## config.mk

```make
export PLATFORM = sky130hd
export DESIGN_NAME = otter_uart_tx
export DESIGN_NICKNAME = d
export VERILOG_FILES = /design/src/rtl/otter_uart_tx.sv
export SDC_FILE = /design/constraint.sdc
export NUM_CORES = 1
export LEC_CHECK = 0
export BUFFER_PORTS_ARGS = -buffer_cell sky130_fd_sc_hd__buf_2
export CAP_MARGIN = 30
export CELL_PAD_IN_SITES_DETAIL_PLACEMENT = 0
export CELL_PAD_IN_SITES_GLOBAL_PLACEMENT = 1
export CORE_MARGIN = 2
export CORE_UTILIZATION = 44
export CTS_CLUSTER_SIZE = 28
export DETAILED_ROUTE_END_ITERATION = 10
export GPL_TIMING_DRIVEN = 1
export PLACE_DENSITY_LB_ADDON = 0.1
export SYNTH_ARGS = -nofsm -noshare
export SYNTH_HDL_FRONTEND = slang
export SYNTH_SLANG_ARGS = --single-unit
```

## constraint.sdc

```tcl
create_clock -name CLK -period 4.95 [get_ports CLK]
set_input_delay 0.2475 -clock CLK [delete_from_list [all_inputs] [get_ports CLK]]
set_output_delay 0.2475 -clock CLK [all_outputs]
set_load 0.03 [all_outputs]
```

## src/rtl/otter_uart_tx.sv

```systemverilog
// OTTER IOBUS UART transmitter: byte FIFO feeding an 8N1 serializer with a pollable status word.
// Define UART_TX_PARITY_EN to insert an even-parity bit between the data bits and the stop bit.
module otter_uart_tx #(
  parameter int          CLK_HZ     = 50_000_000,
  parameter int          BAUD       = 115200,
  parameter logic [31:0] DATA_AD    = 32'h11000060,
  parameter logic [31:0] STAT_AD    = 32'h11000064,
  parameter int          FIFO_DEPTH = 8
) (
  input  logic        CLK,
  input  logic        RESET,
  input  logic [31:0] IOBUS_ADDR,
  input  logic [31:0] IOBUS_OUT,
  input  logic        IOBUS_WR,
  output logic [31:0] RD_DATA,
  output logic        TX,
  output logic        TX_BUSY
);

  localparam int DIV = (CLK_HZ + BAUD / 2) / BAUD;
  localparam int AW  = $clog2(FIFO_DEPTH);
  localparam int CW  = $clog2(DIV);
  localparam logic [CW-1:0] RELOAD  = CW'(DIV - 1);
  localparam logic [AW:0]   DEPTH_C = FIFO_DEPTH[AW:0];
  localparam logic [AW:0]   PTR_ONE = {{AW{1'b0}}, 1'b1};
`ifdef UART_TX_PARITY_EN
  localparam logic PAR_PRESENT = 1'b1;
`else
  localparam logic PAR_PRESENT = 1'b0;
`endif

  typedef enum logic [2:0] {S_IDLE, S_START, S_DATA, S_PARITY, S_STOP} state_t;

  state_t        state, state_n;
  logic [CW-1:0] cnt, cnt_n;
  logic [2:0]    idx, idx_n;
  logic [7:0]    shift, shift_n;
  logic [7:0]    mem [FIFO_DEPTH];
  logic [AW:0]   wptr, rptr, wptr_n, rptr_n, count, count_n;
  logic [7:0]    head;
  logic          full, empty, push_req, push, pop, drop, ovf, ovf_clr;
  logic          tx_n, busy_n, unused_bits;
`ifdef UART_TX_PARITY_EN
  logic          par, par_n;
`endif

  assign unused_bits = ^IOBUS_OUT[31:8];
  assign head     = mem[rptr[AW-1:0]];
  assign count    = wptr - rptr;
  assign empty    = (wptr == rptr);
  assign full     = (count == DEPTH_C);
  assign push_req = IOBUS_WR && (IOBUS_ADDR == DATA_AD);
  // A pop in the same cycle frees the slot the push lands in, so a full FIFO still accepts it.
  assign push     = push_req && (!full || pop);
  assign drop     = push_req && full && !pop;
  assign ovf_clr  = IOBUS_WR && (IOBUS_ADDR == STAT_AD) && IOBUS_OUT[2];
  assign wptr_n   = push ? wptr + PTR_ONE : wptr;
  assign rptr_n   = pop ? rptr + PTR_ONE : rptr;
  assign count_n  = wptr_n - rptr_n;

  assign RD_DATA = (IOBUS_ADDR == STAT_AD) ?
                   {19'd0, 5'(count), 4'd0, PAR_PRESENT, ovf, TX_BUSY, full} : 32'd0;

  always_comb begin
    state_n = state;
    cnt_n   = cnt;
    idx_n   = idx;
    shift_n = shift;
    pop     = 1'b0;
`ifdef UART_TX_PARITY_EN
    par_n   = par;
`endif
    case (state)
      S_IDLE: begin
        if (!empty) begin
          pop     = 1'b1;
          shift_n = head;
`ifdef UART_TX_PARITY_EN
          par_n   = ^head;
`endif
          state_n = S_START;
          cnt_n   = RELOAD;
        end
      end
      S_START: begin
        if (cnt == '0) begin
          state_n = S_DATA;
          idx_n   = 3'd0;
          cnt_n   = RELOAD;
        end else cnt_n = cnt - CW'(1);
      end
      S_DATA: begin
        if (cnt == '0) begin
          cnt_n   = RELOAD;
          shift_n = shift >> 1;
          if (idx == 3'd7) begin
`ifdef UART_TX_PARITY_EN
            state_n = S_PARITY;
`else
            state_n = S_STOP;
`endif
          end else idx_n = idx + 3'd1;
        end else cnt_n = cnt - CW'(1);
      end
      S_PARITY: begin
        if (cnt == '0) begin
          state_n = S_STOP;
          cnt_n   = RELOAD;
        end else cnt_n = cnt - CW'(1);
      end
      S_STOP: begin
        if (cnt == '0) begin
          cnt_n = RELOAD;
          // Chain straight into the next start bit so queued bytes leave with no idle gap.
          if (!empty) begin
            pop     = 1'b1;
            shift_n = head;
`ifdef UART_TX_PARITY_EN
            par_n   = ^head;
`endif
            state_n = S_START;
          end else state_n = S_IDLE;
        end else cnt_n = cnt - CW'(1);
      end
      default: state_n = S_IDLE;
    endcase

    case (state_n)
      S_START:  tx_n = 1'b0;
      S_DATA:   tx_n = shift_n[0];
`ifdef UART_TX_PARITY_EN
      S_PARITY: tx_n = par_n;
`endif
      default:  tx_n = 1'b1;
    endcase
    busy_n = (count_n != '0) || (state_n != S_IDLE);
  end

  always_ff @(posedge CLK or posedge RESET) begin
    if (RESET) begin
      state   <= S_IDLE;
      cnt     <= '0;
      idx     <= '0;
      shift   <= '0;
      wptr    <= '0;
      rptr    <= '0;
      ovf     <= 1'b0;
      TX      <= 1'b1;
      TX_BUSY <= 1'b0;
`ifdef UART_TX_PARITY_EN
      par     <= 1'b0;
`endif
    end else begin
      state   <= state_n;
      cnt     <= cnt_n;
      idx     <= idx_n;
      shift   <= shift_n;
      wptr    <= wptr_n;
      rptr    <= rptr_n;
      ovf     <= drop | (ovf & ~ovf_clr);
      TX      <= tx_n;
      TX_BUSY <= busy_n;
`ifdef UART_TX_PARITY_EN
      par     <= par_n;
`endif
    end
  end

  always_ff @(posedge CLK) begin
    if (push) mem[wptr[AW-1:0]] <= IOBUS_OUT[7:0];
  end

endmodule
```

==> impl_metrics.ini <==
[timing]
finalCritPeriodShare_pct = 79.2
clock.fmax_ghz = 0.255
max-slew-margin-rel_pct = 37.3
worstMarginPinSlew_ns = 0.939
grt_setup_unrepaired = no
tns_ns = 0
drv_slew = 0
setup_viol = 0
hold_viol_final = 0
fin_worst_skew_ns = 0.00781
finalWorstSetupSlack_ns = 1.03
finalCriticalPeriod_ns = 3.92

[finish]
fin_cells = 588
nets = 523
diodes = 0
fin_area_um2 = 5490
drive_above_1_share_pct = 24.8
synthToLayoutAreaGrowth_pct = 11.4
nFillCells = 969

[detailed_routing]
first_pass_iters = 4
vias_per_cell = 5.34
remaining_drc_errors = 0
post_drt_wl_per_cell_um = 17.1
drt-initial-drc-count = 185
wl_um = 10100
vias = 3138
ant_nets = 0

[worst_setup_path]
endpoint_kind = register
crit_start = wptr[0]
critPathSlowestCell = dfrtp_1
critPathTopFamily = compound AO/OA/AOI/OAI gates
path_depth = 14
r2r-end = TX_BUSY
r2r_cells = 14
path_common_cell = ha_1
path_cells = inv_1 -> ha_1 -> fa_1 -> xor2_1 -> and3_1 -> o2111ai_2 -> nand3b_4 -> mux2_1 -> ha_1 -> nand3b_1 -> a21o_2 -> a2111o_1 -> a211oi_1 -> mux2i_1
start_kind = register
crit_type = reg -> reg
cpPeakStageDelay_ns = 0.49
arrival_ns = 4.18
timing.rr.start = wptr[0]
cp.required_ns = 5.21
rrSetupSlack_ns = 1.03
critPathBufInv = 1
crit_path_max_fanout = 10

[cts]
cts_resized = 0
cts_buffers = 9
clkTransAtPathRegs_ns = 0.10
cts_sinks = 98
cts_tree = yes
htreeDepth = 3
clock_path_buffers = 2
cts_root_buffer = clkbuf_8
clk-insertion-delay-late_ns = 0.38

[floorplanning]
core-area_um2 = 10900
die_area_um2 = 12100
start_util_pct = 45.3
ios = 101
die_w_um = 110
fp-row-count = 38
die_y_um = 110

[yosys]
ys_seq_area_share_pct = 56.3
synth_area_per_cell_um2 = 12.8
synthTopCellsByArea = edfxtp_1, dfrtp_1, mux4_2
synth-seq-cells = 98
syn_inst = 384
synthTopCellsByCount = edfxtp_1, dfrtp_1, nand2_1
synth_area_um2 = 4930
yosys.area.top_type = edfxtp_1
synth_top_area_share_pct = 39.0
ys_types = 71
synthArstFlopShare_pct = 34.7
synth-edff-count = 64
synth_most_common_cell = edfxtp_1
synth_ff_type = edfxtp_1
ys.warnings.count = 0

[place]
place_hpwl_um = 7050
place_area_um2 = 5280
io_buffers = 51
numPlacedInstances = 571
gp_congestion = 0.776
place_worst_setup_slack_ns = 1.04

[power_and_ir_drop]
leakagePower_nw = 2.18
total_power_mw = 1.54
p_per_area_nw_per_um2 = 280
ir_worst_vdd_uv = 217

[min_path]
min_from = IOBUS_ADDR[2]
whs_path_depth = 2
hp-class = in -> reg
worstHoldEndpoint = ovf

[job]
maxCapViolations = 0

[grt]
grt_pass1_vias = 3134
grt_pass1_wl_um = 16200
track_usage_pct = 18.3
grt-ovfl-total = 0
grt_max_degree = 35
antenna_found_initial = 0

[outcome]
outcome = complete, no violations
-- metrics by stage --
stage | utilization [%] | hold WS, ns
2_1_floorplan | - | 0.334
3_3_place_gp | 48.5 | 0.382
3_5_place_dp | 48.5 | 0.391
4_1_cts | 50.4 | 0.106
5_1_grt | 50.4 | 0.115
6_report | 50.4 | 0.113
-- worst max-delay path by stage --
stage | slack [ns] | end
floorplan | 1.11 | TX_BUSY
global placement | 1.06 | TX_BUSY
detailed placement | 1.04 | TX_BUSY
CTS | 1.01 | TX_BUSY
global route | 0.75 | TX_BUSY
finish | 1.03 | TX_BUSY
-- per-layer routing --
| layer | GRT usage (%) | routed length [um] | up-vias |
|---|---|---|---|
| met5 | 0 | 0 | - |
| met4 | 4.52 | 99 | 0 |
| met3 | 4.98 | 308 | 8 |
| met2 | 30.1 | 5010 | 41 |
| met1 | 24.1 | 4670 | 1568 |
| li1 | - | - | 1521 |
-- flip-flops by register name, indices dropped and copies added (netlist names) --
| signal | flops |
|---|---|
| cnt | 9 |
| TX_BUSY | 1 |
| TX | 1 |
| state | 3 |
| shift | 8 |
| rptr | 4 |
| mem | 64 |
| wptr | 4 |
| idx | 3 |
| ovf | 1 |
-- report_power, final --
part	switching [mW]	total [mW]	leakage, nW	internal [mW]
clock network	0.297	0.538	0.102	0.242
logic	0.0620	0.0910	1.03	0.0290
registers	0.0128	0.909	1.05	0.896
total	0.371	1.54	2.18	1.17
-- cell usage in the layout, fill, tap and decap left out, types with 3 or more instances in the layout --
cell type  instances
a211oi_1           3
a21o_1             3
a21oi_1           19
and3_1             4
buf_2             51
buf_4             11
clkbuf_8           9
conb_1            25
dfrtp_1           33
edfxtp_1          64
ha_1              12
inv_1             12
mux2i_1            5
mux4_2            16
nand2_1           26
nand3_1           12
nand4_1            3
nor2_1            19
nor3_1             7
nor3b_1            3
nor4_1            11
nor4b_1            4
o21ai_0           18
or3_1              4
xnor2_1           14
-- kinds of logic after synthesis --
group / Yosys count / synth area share [%]
other cells: 1 / 0.0760
flops: 98 / 56.3
fa+ha+maj: 14 / 3.65
xor+xnor: 17 / 3.17
buf+inv: 52 / 6.14
compound gates: 66 / 8.58
mux: 23 / 8.78
simple gates: 113 / 13.3
-- layout make-up --
class	count	area, um2	area share (%)
clock inverter	6	73.8	1.34
tap	140	175	3.19
sequential	98	2770	50.5
multi-input combinational	258	1940	35.4
clock buffer	10	128	2.32
timing repair buffer	63	348	6.33
inverter	13	48.8	0.889
-- repair_timing --
action	CTS	global route
hold buffers	1	0
setup endpoints to repair	0	0
setup buffers	0	0
endpoints found under the hold margin	33	0
No activity file was read; power rests on OpenSTA's default activity.
